### src/rtl/ladder_pkg.sv
// Shared types for the ladder step generator.
package ladder_pkg;

  typedef enum logic {IDLE = 1'b0, RUN = 1'b1} state_e;

  typedef enum logic {MODE_TRI = 1'b0, MODE_SAW = 1'b1} mode_e;

endpackage

### src/rtl/ladder_cfg_shadow.sv
// One-deep shadow for new ladder bounds: accepts on valid&&ready, rejects
// empty/inverted ranges with a one-cycle err pulse, released by consume.
module ladder_cfg_shadow
  import ladder_pkg::*;
#(
  parameter int W = 4
) (
  input  logic         clk,
  input  logic         resetn,
  input  logic         valid,
  input  logic [W-1:0] lo_in,
  input  logic [W-1:0] hi_in,
  input  mode_e        mode_in,
  input  logic         consume,
  output logic         ready,
  output logic         full,
  output logic         err,
  output logic [W-1:0] lo,
  output logic [W-1:0] hi,
  output mode_e        mode
);

  logic take;
  logic bounds_ok;

  assign take      = valid && !full;
  assign bounds_ok = hi_in > lo_in;
  assign ready     = !full;

  // take and consume are mutually exclusive: consume needs full, take needs !full
  always_ff @(posedge clk or negedge resetn) begin
    if (!resetn) begin
      full <= 1'b0;
      err  <= 1'b0;
      lo   <= '0;
      hi   <= '0;
      mode <= MODE_TRI;
    end else begin
      err <= take && !bounds_ok;
      if (take && bounds_ok) begin
        full <= 1'b1;
        lo   <= lo_in;
        hi   <= hi_in;
        mode <= mode_in;
      end else if (consume) begin
        full <= 1'b0;
      end
    end
  end

endmodule

### src/rtl/ladder_gen.sv
// Programmable triangle/sawtooth ladder generator with shadowed bounds.
// Defining LADDER_STATS_EN adds the completed-period counter on `periods`.
// state | meaning
// IDLE  | no bounds applied yet, waiting for a first config
// RUN   | stepping current between the active lo/hi
module ladder_gen
  import ladder_pkg::*;
#(
  parameter int W  = 4,
  parameter int CW = 8
) (
  input  logic          clk,
  input  logic          resetn,
  input  logic          en,
  input  logic          cfg_valid,
  output logic          cfg_ready,
  input  logic [W-1:0]  cfg_lo,
  input  logic [W-1:0]  cfg_hi,
  input  logic          cfg_mode,
  output logic          cfg_err,
  output logic [W-1:0]  current,
  output logic [CW-1:0] count,
  output logic          direction,
  output logic          peak,
  output logic          trough,
  output logic [CW-1:0] periods
);

  typedef struct packed {
    logic [W-1:0] lo;
    logic [W-1:0] hi;
    mode_e        mode;
  } cfg_t;

  state_e        state, state_n;
  cfg_t          act, act_n, sh;
  logic [W-1:0]  sh_lo, sh_hi, cur_n;
  mode_e         sh_mode;
  logic [CW-1:0] cnt_n;
  logic          dir_n, sh_full, consume, boundary;

  ladder_cfg_shadow #(.W(W)) u_shadow (
    .clk     (clk),
    .resetn  (resetn),
    .valid   (cfg_valid),
    .lo_in   (cfg_lo),
    .hi_in   (cfg_hi),
    .mode_in (mode_e'(cfg_mode)),
    .consume (consume),
    .ready   (cfg_ready),
    .full    (sh_full),
    .err     (cfg_err),
    .lo      (sh_lo),
    .hi      (sh_hi),
    .mode    (sh_mode)
  );

  assign sh = '{lo: sh_lo, hi: sh_hi, mode: sh_mode};

  // Period boundary: sawtooth wrap point or triangle trough turnaround.
  assign boundary = (state == RUN) &&
                    ((act.mode == MODE_SAW) ? (current >= act.hi)
                                            : (!direction && current <= act.lo));

  always_ff @(posedge clk or negedge resetn) begin
    if (!resetn) begin
      state     <= IDLE;
      act       <= '0;
      current   <= '0;
      count     <= '0;
      direction <= 1'b1;
    end else begin
      state     <= state_n;
      act       <= act_n;
      current   <= cur_n;
      count     <= cnt_n;
      direction <= dir_n;
    end
  end

  always_comb begin
    state_n = state;
    act_n   = act;
    cur_n   = current;
    cnt_n   = count;
    dir_n   = direction;
    consume = 1'b0;
    if (en) begin
      if (state == IDLE) begin
        if (sh_full) begin
          act_n   = sh;
          cur_n   = sh.lo;
          dir_n   = 1'b1;
          consume = 1'b1;
          state_n = RUN;
        end
      end else if (boundary) begin
        cnt_n = count + 1'b1;
        dir_n = 1'b1;
        if (sh_full) begin
          act_n   = sh;
          cur_n   = sh.lo;
          consume = 1'b1;
        end else if (act.mode == MODE_SAW) begin
          cur_n = act.lo;
        end else begin
          cur_n = act.lo + 1'b1;
        end
      end else if (act.mode == MODE_SAW || direction) begin
        if (current < act.hi) begin
          cur_n = current + 1'b1;
          cnt_n = count + 1'b1;
        end else begin
          cur_n = act.hi - 1'b1;
          cnt_n = count - 1'b1;
          dir_n = 1'b0;
        end
      end else begin
        cur_n = current - 1'b1;
        cnt_n = count - 1'b1;
      end
    end
  end

  assign peak   = (state == RUN) && (current == act.hi);
  assign trough = (state == RUN) && (current == act.lo);

`ifdef LADDER_STATS_EN
  logic [CW-1:0] periods_q;

  always_ff @(posedge clk or negedge resetn) begin
    if (!resetn) begin
      periods_q <= '0;
    end else if (en && boundary) begin
      periods_q <= periods_q + 1'b1;
    end
  end

  assign periods = periods_q;
`else
  assign periods = '0;
`endif

endmodule

### config.mk
export PLATFORM = sky130hd
export DESIGN_NAME = ladder_gen
export DESIGN_NICKNAME = d
export VERILOG_FILES = /design/src/rtl/ladder_pkg.sv /design/src/rtl/ladder_cfg_shadow.sv /design/src/rtl/ladder_gen.sv
export SDC_FILE = /design/constraint.sdc
export NUM_CORES = 1
export LEC_CHECK = 0
export ABC_AREA = 1
export BUFFER_PORTS_ARGS = -buffer_cell sky130_fd_sc_hd__buf_2
export CAP_MARGIN = 20
export CORE_AREA = 2 2 76 78
export DETAILED_ROUTE_END_ITERATION = 6
export DIE_AREA = 0 0 78 80
export PLACE_DENSITY = 0.78
export SETUP_SLACK_MARGIN = 0.2
export SLEW_MARGIN = 20
export SYNTH_ARGS = -nofsm -noshare
export SYNTH_HDL_FRONTEND = slang
export SYNTH_SLANG_ARGS = --single-unit
### constraint.sdc
create_clock -name clk -period 2.2 [get_ports clk]
set_input_delay 0.44 -clock clk [delete_from_list [all_inputs] [get_ports clk]]
set_output_delay 0.44 -clock clk [all_outputs]
set_load 0.005 [all_outputs]
Word-level counts from Yosys, hierarchy flattened
Index checks and enable logic that the tools add are counted.
{"block": "word_totals", "register_bits": 34, "latchBits": 0, "ramBits": 0, "mem_bits_ro": 0, "wordCells": 70, "memories": 0}
{"block": "op_classes", "add_sub_neg": 6, "n_mul": 0, "n_div": 0, "magnitude_cmp": 4, "eq_ne": 5, "shifts": 0, "n_mux": 26, "bitwise_logic": 0, "reduce_logical": 17}
{"operator": "4-bit two-way mux", "n": 7}
{"operator": "9-bit two-way mux", "n": 3}
{"operator": "8-bit two-way mux", "n": 3}
{"operator": "1-bit two-way mux", "n": 13}
{"operator": "4-bit by 1-bit adder with 4-bit output (second input constant)", "n": 2}
{"operator": "8-bit by 1-bit adder with 8-bit output (second input constant)", "n": 1}
{"operator": "4-bit == test", "n": 2}
{"operator": "4-bit by 1-bit subtractor with 4-bit output (second input constant)", "n": 2}
{"operator": "8-bit by 1-bit subtractor with 8-bit output (second input constant)", "n": 1}
{"operator": "1-bit logical AND", "n": 7}
{"operator": "2-bit AND reduction", "n": 3}
{"operator": "4-bit >= comparator", "n": 1}
{"operator": "4-bit > comparator", "n": 1}
{"operator": "4-bit <= comparator", "n": 1}
{"operator": "4-bit < comparator", "n": 1}
{"operator": "4-bit AND reduction", "n": 1}
{"operator": "2-bit nonzero test", "n": 2}
{"operator": "1-bit zero test", "n": 3}
{"operator": "3-bit by 1-bit != test with 1-bit output (second input constant)", "n": 1}
{"operator": "3-bit != test (second input constant)", "n": 1}
{"operator": "2-bit by 1-bit != test with 1-bit output (second input constant)", "n": 1}
{"operator": "1-bit logical OR", "n": 1}

Depth between registers and ports, before layout
Gate-level depths: netlist (run 1).
{"block": "logic_depth", "word_depth": 9, "ltp_mapped": 16, "ltp_nobuf": 16}

Hierarchy
Synthesis (run 1) repeated with hierarchy kept, for this count alone.
{"block": "hier_totals", "hier_cells": 378, "area_unflattened_um2": 2690.1}
{"module": "ladder_gen", "n_inst": 1, "cells_each": 313, "area_each_um2": 2119.5}
{"module": "ladder_cfg_shadow", "n_inst": 1, "cells_each": 65, "area_each_um2": 570.5}

Worst setup path before layout (run 1)
Ideal clock, no wire load.
{"block": "synth_path", "kind": "flip-flop to flip-flop", "startpoint": "register current[3]", "endpoint": "register act[0] (netlist name)", "setup_ns": 0.117, "arrival_time_ns": 1.622, "required_time_ns": 2.083, "path_slack_ns": 0.461, "path_stages_with_launch": 13, "cell_sequence": "dfrtp_1 ha_1 nand2_1 clkinv_2 nand2_2 nand3_1 nand2_2 nand3_4 nand2_4 inv_4 buf_12 nand3_2 nand2_1"}
{"block": "synth_between", "elab_chain_cells": 6, "word_cells_on_any_way": 7}
{"item": "start: declaration", "line": "ladder_gen.sv:21", "text": "output logic [W-1:0] current,"}
{"item": "start signal: assignment", "line": "ladder_gen.sv:75", "text": "current <= cur_n;"}
{"item": "4-bit <= comparator", "line": "ladder_gen.sv:63", "text": ": (!direction && current <= act.lo));"}
{"item": "1-bit logical AND", "line": "ladder_gen.sv:63"}
{"item": "1-bit two-way mux (*)", "line": "ladder_gen.sv:62", "text": "((act.mode == MODE_SAW) ? (current >= act.hi)"}
{"item": "1-bit logical AND (*)", "line": "ladder_gen.sv:61", "text": "assign boundary = (state == RUN) &&"}
{"item": "2-bit by 1-bit != test with 1-bit output (no source line) (*)"}
{"item": "2-bit AND reduction (no source line) (*)"}
{"item": "end signal: assignment", "line": "ladder_gen.sv:74", "text": "act <= act_n;"}
{"item": "end: declaration", "line": "ladder_gen.sv:36", "text": "cfg_t act, act_n, sh;"}
Mark *: on every way between the ends. The rest lies on a longest branch, timed or not.
A chain may end at the register's enable or synchronous reset.

Final worst setup path (run 1)
{"block": "layout_path", "startpoint": "register current[3]", "endpoint": "output port peak"}
{"block": "layout_between", "elab_chain_cells": 2}
{"item": "4-bit == test", "line": "ladder_gen.sv:125", "text": "assign peak = (state == RUN) && (current == act.hi);"}
{"item": "1-bit logical AND", "line": "ladder_gen.sv:125"}
{"item": "end: declaration", "line": "ladder_gen.sv:24", "text": "output logic peak,"}
Every way passes these cells.

==> summary.md, run 1 <==
| Metric | Value |
|---|---|
| Die W | 78 um |
| Area after DPL | 2840 um^2 |
| TritonRoute pass-1 iters | 4 |
| Post-DP HPWL | 4.63 mm |
| CP peak stage delay | 0.45 ns |
| #FFs+latches synth | 34 |
| Sequential-to-total area share from yosys stat | 32.0% |
| # fillers | 509 |
| Max-Cap Viols | 0 |
| # DRC | 0 |
| P_leak | 1.66 nW |
| Worst r2r src | current[3]$_DFFE_PN0P_ |
| Final hold viol count | 0 |
| Post-Synth Adder-Cell Area | 8.47% |
| RR Endpoint | current[0]$_DFFE_PN0P_ |
| Nets | 441 |
| Via count | 2,446 |
| Core Rows | 27 |
| PwrDens | 1630 nW/um^2 |
| Worst Max-Slew Pin Slew | 0.765 ns |
| Cells after Synth | 373 |
| Yosys warning total | 0 |
| Total Neg Setup Slack | 0 ns |
| Post-synth top cells | nand2_1 (123), inv_1 (39), dfrtp_1 (33) |
| Compound-gate portion of the synthesized area | 5.55% |
| Crit path time final | 1.96 ns |
| Core area | 5410 um^2 |
| Worst Path Max Fanout | 6 |
| Clk_skew | 0.00515 ns |
| Initial antenna violation count | 0 |
| Hold WS | 0.223 ns |
| Iteration-0 DRC Markers | 220 |
| Post-route ant nets | 0 |
| IO Pins | 38 |
| Starting density of the core | 49.2% |
| Upper clock frequency limit | 0.510 GHz |
| PortBufs | 29 |
| Clock sinks | 34 |
| CP Cell Sequence | ha_1, nand2_1, clkinv_2, nand3_2, nor2_1, buf_2 |
| EDFF count, synth | 0 |
| Share of layout cells above drive strength 1 | 21.2% |
| Overall routing resource usage | 20.3% |
| Syn avg cell area | 7.13 um^2 |
| Final setup fails | 0 |
| Async set-reset flop share out of synthesis | 100% |
| Netlist cell types | 30 |
| # diodes | 0 |
| Root Buffer Master | clkbuf_8 |
| RSZ-0062 raised after global routing | true |
| Global route overflow | 0 |
| GPL Wtd Cong | 0.961 |
| Worst setup EP type | output port |
| Synth top area share | 31.0% |
| Crit path required time | 1.76 ns |
| Largest net degree at the start of global routing | 35 |
| Area growth from synthesis to layout | 11.8% |
| Buf/Inv on CP | 2 |
| CTS buffer count | 5 |
| Main area contributors after synthesis | dfrtp_1 (31%), nand2_1 (17%), ha_1 (8.5%) |
| CP Launch Point | current[3]$_DFFE_PN0P_ |
| R2R depth | 12 |
| CTS tree | built |
| Critical path's slowest cell | dfrtp_2 |
| Synth Area in XOR/XNOR | 4.61% |
| Hold_buf cts | 0 |
| Tightest Hold Check Type | in -> async |
| Vias in the first global route | 2,274 |
| Tcrit/Tclk final | 89.1% |
| Clk buf depth | 2 |
| Yosys top cell by area | dfrtp_1 |
| Wire per inst | 12.6 um |
| Routed vias/inst | 5.07 |
| Slew Limit Fails | 0 |
| Crit path kind | reg -> out |
| Peak supply drop | 703 uV |
| Layout Utilization | 55.0% |
| Worst EP arrival | 1.52 ns |
| Clock transition at path regs | 0.07 ns |
| Fin area | 2970 um^2 |
| Routed Wire Length | 6.06 mm |
| CP endpoint | peak |
| Synth Flop Type | dfrtp_1 |
| CTS H-Tree Depth | 2 |
| First-pass GRT wire length | 10.1 mm |
| Post-synthesis simple-gate area fraction | 38.1% |
| Post-synthesis mux area share | 0% |
| Clock latency on the worst-skew pair | 0.29 ns |
| Slew headroom | 49.0% |
| Status | complete, no violations |
| R2R Setup Slk | 0.33 ns |
| Die area | 6240 um^2 |
| Most frequent cell after synthesis | nand2_1 |
| Largest family of logic cells by synthesized area | simple AND/OR/NAND/NOR gates |
| Critical Path Source Type | flip-flop |
| Die height | 80 um |
| Mapped Area | 2660 um^2 |
| Top delay family on crit path | flip-flops |
| Critical path depth in cells | 6 |
## cell families (layout without fill, tap and decap cells)
| logic type | Yosys count | after routing |
|---|---|---|
| other cells | 1 | 8 |
| buf+inv | 62 | 92 |
| simple gates | 216 | 216 |
| xor+xnor | 14 | 14 |
| compound gates | 28 | 28 |
| flops | 34 | 34 |
| fa+ha+maj | 18 | 18 |
## timing repair
item	in CTS	in global routing
setup endpoints to repair	1	16
setup buffers	0	4
resized for setup	1	7
## per-layer routing
metal | global-route usage [%] | wire length, um
met5 | 0 | 0
met4 | 7.89 | 145
met3 | 3.17 | 288
met2 | 34.0 | 2850
met1 | 26.4 | 2770
## cell usage in the layout, fill, tap and decap left out, types with 2 or more instances in the layout
master,instances
ha_1,18
conb_1,8
xnor2_1,2
buf_2,29
nor2_1,31
nand2_2,4
nand3_2,10
inv_1,38
nand4_1,5
xor2_1,12
dfrtp_2,4
nand3_1,30
nand2_1,123
dfrtp_1,29
clkinvlp_4,2
a21oi_1,7
inv_2,7
clkbuf_8,5
buf_4,8
nand2_4,7
o21ai_0,6
nor2_2,2
o21ai_1,13
## sequential cells by signal (all words and copies together) (netlist names)
signal / flops
u_shadow.lo: 4
u_shadow.err: 1
state: 1
u_shadow.mode: 1
direction: 1
act: 9
count: 8
u_shadow.full: 1
u_shadow.hi: 4
current: 4
## worst min-delay path by stage
stage                             startpoint                        end  slack (ns)  cells past startpoint
after global placement    act[8]$_DFFE_PN0P_         act[8]$_DFFE_PN0P_        0.49                      2
after detailed placement  act[8]$_DFFE_PN0P_         act[8]$_DFFE_PN0P_        0.50                      2
final                                 resetn  u_shadow.mode$_DFFE_PN0P_        0.22                      1
after CTS                             resetn       count[1]$_DFFE_PN0P_        0.25                      1
after floorplan                       resetn         act[0]$_DFFE_PN0P_        0.14                      0
after global routing                  resetn       count[1]$_DFFE_PN0P_        0.29                      1
## final cells by class
| class | instances | area (um^2) | share of cell area [%] |
|---|---|---|---|
| multi-input combinational | 284 | 1550 | 52.1 |
| sequential | 34 | 857 | 28.8 |
| timing repair buffer | 37 | 205 | 6.90 |
| inverter | 48 | 189 | 6.36 |
| tap | 72 | 90.1 | 3.03 |
| clock buffer | 5 | 68.8 | 2.31 |
| clock inverter | 2 | 15.0 | 0.505 |
## per-stage QoR
stage	power [mW]	instances	setup WS, ns
2_1_floorplan	3.57	380	0.461
3_3_place_gp	4.20	471	0.274
3_5_place_dp	4.28	471	0.233
4_1_cts	4.74	478	0.213
5_1_grt	5.38	482	0.187
6_report	4.85	482	0.240
## power breakdown
group          total, mW  leakage, nW  internal (mW)  switching [mW]
Combinational       3.10         1.21           1.16            1.94
Clock              0.450       0.0362          0.216           0.234
Sequential          1.30        0.411          0.926           0.379
No activity file was read; power rests on OpenSTA's default activity.
==> inputs of run 2 (changes only) <==
--- a/config.mk
+++ b/config.mk
@@ -8,9 +8,10 @@
 export ABC_AREA = 1
 export BUFFER_PORTS_ARGS = -buffer_cell sky130_fd_sc_hd__buf_2
 export CAP_MARGIN = 20
-export CORE_AREA = 2 2 76 78
+export CORE_AREA = 8 8 82 84
 export DETAILED_ROUTE_END_ITERATION = 6
-export DIE_AREA = 0 0 78 80
+export DIE_AREA = 0 0 90 92
+export MAX_ROUTING_LAYER = met4
 export PLACE_DENSITY = 0.78
 export SETUP_SLACK_MARGIN = 0.2
 export SLEW_MARGIN = 20
==> summary.md, run 2 (same netlist as run 1, synthesis figures left out) <==
| Metric | Value |
|---|---|
| Clk buf depth | 2 (unchanged) |
| Worst setup EP type | output port |
| PortBufs | 29 (unchanged) |
| Commonest non-fill, non-tap cells in the layout | nand2_1 (123), inv_1 (39), nor2_1 (31) |
| Switch share | 52.5% (-0.17 points) |
| Routed vias/inst | 5.04 (-0.62%) |
| Overall routing resource usage | 16.5% (-3.8 points) |
| Nets | 445 (+0.91%) |
| Iteration-0 DRC Markers | 181 (-18%) |
| Vias in the first global route | 2,456 (+8.0%) |
| Area growth from synthesis to layout | 12.9% |
| Worst Max-Slew Pin Slew | 0.793 ns (+0.0280 ns) |
| Fin area | 3000 um^2 (+1.0%) |
| Largest net degree at the start of global routing | 35 (unchanged) |
| # diodes | 0 (unchanged) |
| Crit path kind | reg -> out |
| Critical Path Source Type | flip-flop |
| Die W | 90 um (+15%) |
| Routed Wire Length | 6.40 mm (+5.6%) |
| Post-route ant nets | 0 (unchanged) |
| CP peak stage delay | 0.46 ns (about the same) |
| Share of power burned in registers | 26.6% (-0.3 points) |
| Via count | 2,456 (+0.41%) |
| Largest register FFs | 9 (unchanged) |
| CTS H-Tree Depth | 2 (unchanged) |
| Wire per inst | 13.1 um (+4.5%) |
| Clk pwr share | 9.8% (+0.5 points) |
| GPL Wtd Cong | 0.909 (-5.4%) |
| Clock sinks | 34 (unchanged) |
| Status | complete, no violations |
| IO Pins | 38 (unchanged) |
| Die height | 92 um (+15%) |
| # DRC | 0 (unchanged) |
| Root Buffer Master | clkbuf_8 |
| Peak supply drop | 607 uV (-14%) |
| Most common cell after layout, fill and taps aside | nand2_1 |
| Starting density of the core | 49.2% (unchanged) |
| Core area | 5410 um^2 (unchanged) |
| Top Registers | act: 9 flops, count: 8 flops |
| Post-DP HPWL | 4.80 mm (+3.7%) |
| Die area | 8280 um^2 (+33%) |
| Area of the multi-input gates | 1540 um^2 (-0.32%) |
| R2R Setup Slk | 0.33 ns (about the same) |
| CP Cell Sequence | ha_1, nand2_1, clkinv_2, nand3_2, nor2_1, buf_2 |
| Tightest Hold Check Type | in -> async |
| Share of layout cells above drive strength 1 | 21.7% (+0.47 points) |
| TritonRoute pass-1 iters | 4 (unchanged) |
| CTS buffer count | 5 (unchanged) |
| Int Pwr | 2.33 mW (+1.6%) |
| Area after DPL | 2840 um^2 (unchanged) |
| P_leak | 1.69 nW (+1.7%) |
| Switch Pwr | 2.58 mW (+0.94%) |
| Global route overflow | 0 (unchanged) |
| Slew headroom | 47.1% (-1.9 points) |
| RR Endpoint | count[6]$_DFFE_PN0P_ |
| Slew Limit Fails | 0 (unchanged) |
| Core Rows | 27 (unchanged) |
| CTS tree | built |
| R2R depth | 11 (-1) |
| Worst r2r src | current[3]$_DFFE_PN0P_ |
| Upper clock frequency limit | 0.518 GHz (+1.5%) |
| Comb power frac | 63.6% (-0.2 points) |
| Final setup fails | 0 (unchanged) |
| Clk_skew | 0.00896 ns (+0.00381 ns) |
| First-pass GRT wire length | 11.1 mm (+9.9%) |
| Hold_buf cts | 0 (unchanged) |
| Crit path required time | 1.76 ns (about the same) |
| Crit path time final | 1.93 ns (-0.0280 ns) |
| Clock latency on the worst-skew pair | 0.30 ns (about the same) |
| Clock transition at path regs | 0.08 ns (about the same) |
| Critical path's slowest cell | dfrtp_2 |
| Max-Cap Viols | 0 (unchanged) |
| Worst Path Max Fanout | 6 (unchanged) |
| Final hold viol count | 0 (unchanged) |
| Worst EP arrival | 1.49 ns (-0.03 ns) |
| Initial antenna violation count | 0 (unchanged) |
| Layout Utilization | 55.6% (+0.56 points) |
| Tcrit/Tclk final | 87.8% (-1.3 points) |
| Total Neg Setup Slack | 0 ns (unchanged) |
| Largest register by flop count | act |
| RSZ-0062 raised after global routing | true |
| PwrDens | 1640 nW/um^2 (+0.26%) |
| Flip-flop and latch area | 856 um^2 (-0.15%) |
| # fillers | 523 (+2.8%) |
-- run 2: final cells by class --
class                      count  share of cell area, %
clock buffer                   5                   2.29
clock inverter                 3                  0.708
inverter                      48                   6.29
multi-input combinational    284                   51.4
sequential                    34                   28.5
tap                           72                   3.00
timing repair buffer          41                   7.83
-- run 2: how the worst max path moves through the flow --
stage / from / end / depth (start not counted)
final: current[3]$_DFFE_PN0P_ / peak / 6
after global placement: current[2]$_DFFE_PN0P_ / act[6]$_DFFE_PN0P_ / 12
after detailed placement: current[2]$_DFFE_PN0P_ / act[0]$_DFFE_PN0P_ / 12
after CTS: current[3]$_DFFE_PN0P_ / trough / 6
after global routing: current[3]$_DFFE_PN0P_ / trough / 6
after floorplan: current[3]$_DFFE_PN0P_ / act[0]$_DFFE_PN0P_ / 12
-- run 2: timing repair --
action,4_1_cts,5_1_grt
gates resized for setup,2,3
setup endpoints to repair,11,15
pin swaps,0,0
setup buffers,0,8
-- run 2: worst max-delay path: cells and delay by family, from the launching register on --
kind | cells | cell delay (ns)
adder cells (fa/ha/maj) | 1 | 0.33
buffers and inverters | 2 | 0.21
flip-flops | 1 | 0.46
AND/OR/NAND/NOR | 3 | 0.21
-- run 2: power by group through the flow --
stage	Clock, mW	Combinational, mW	Sequential, mW
CTS	0.484	2.99	1.33
floorplan	0	2.35	1.22
global route	0.523	3.58	1.35
detailed placement	0	2.96	1.33
finish	0.479	3.13	1.31
global placement	0	2.91	1.32
-- run 2: routing by layer --
layer / GRT usage [%] / share of wire (%) / vias to the layer above
met1: 18.9 / 45 / 1129
li1: - / - / 1245
met5: - / 0 / -
met3: 4.16 / 5.6 / 10
met2: 27.2 / 48 / 72
met4: 6.38 / 1.6 / 0
-- run 2: through the flow --
stage / hold WS (ns) / std cells / total power [mW] / setup slack, ns
after floorplan: 0.144 / 380 / 3.57 / 0.461
after global placement: 0.489 / 471 / 4.23 / 0.232
after detailed placement: 0.492 / 471 / 4.29 / 0.180
after CTS: 0.253 / 479 / 4.80 / 0.224
after global routing: 0.285 / 487 / 5.45 / 0.177
final: 0.226 / 487 / 4.91 / 0.268
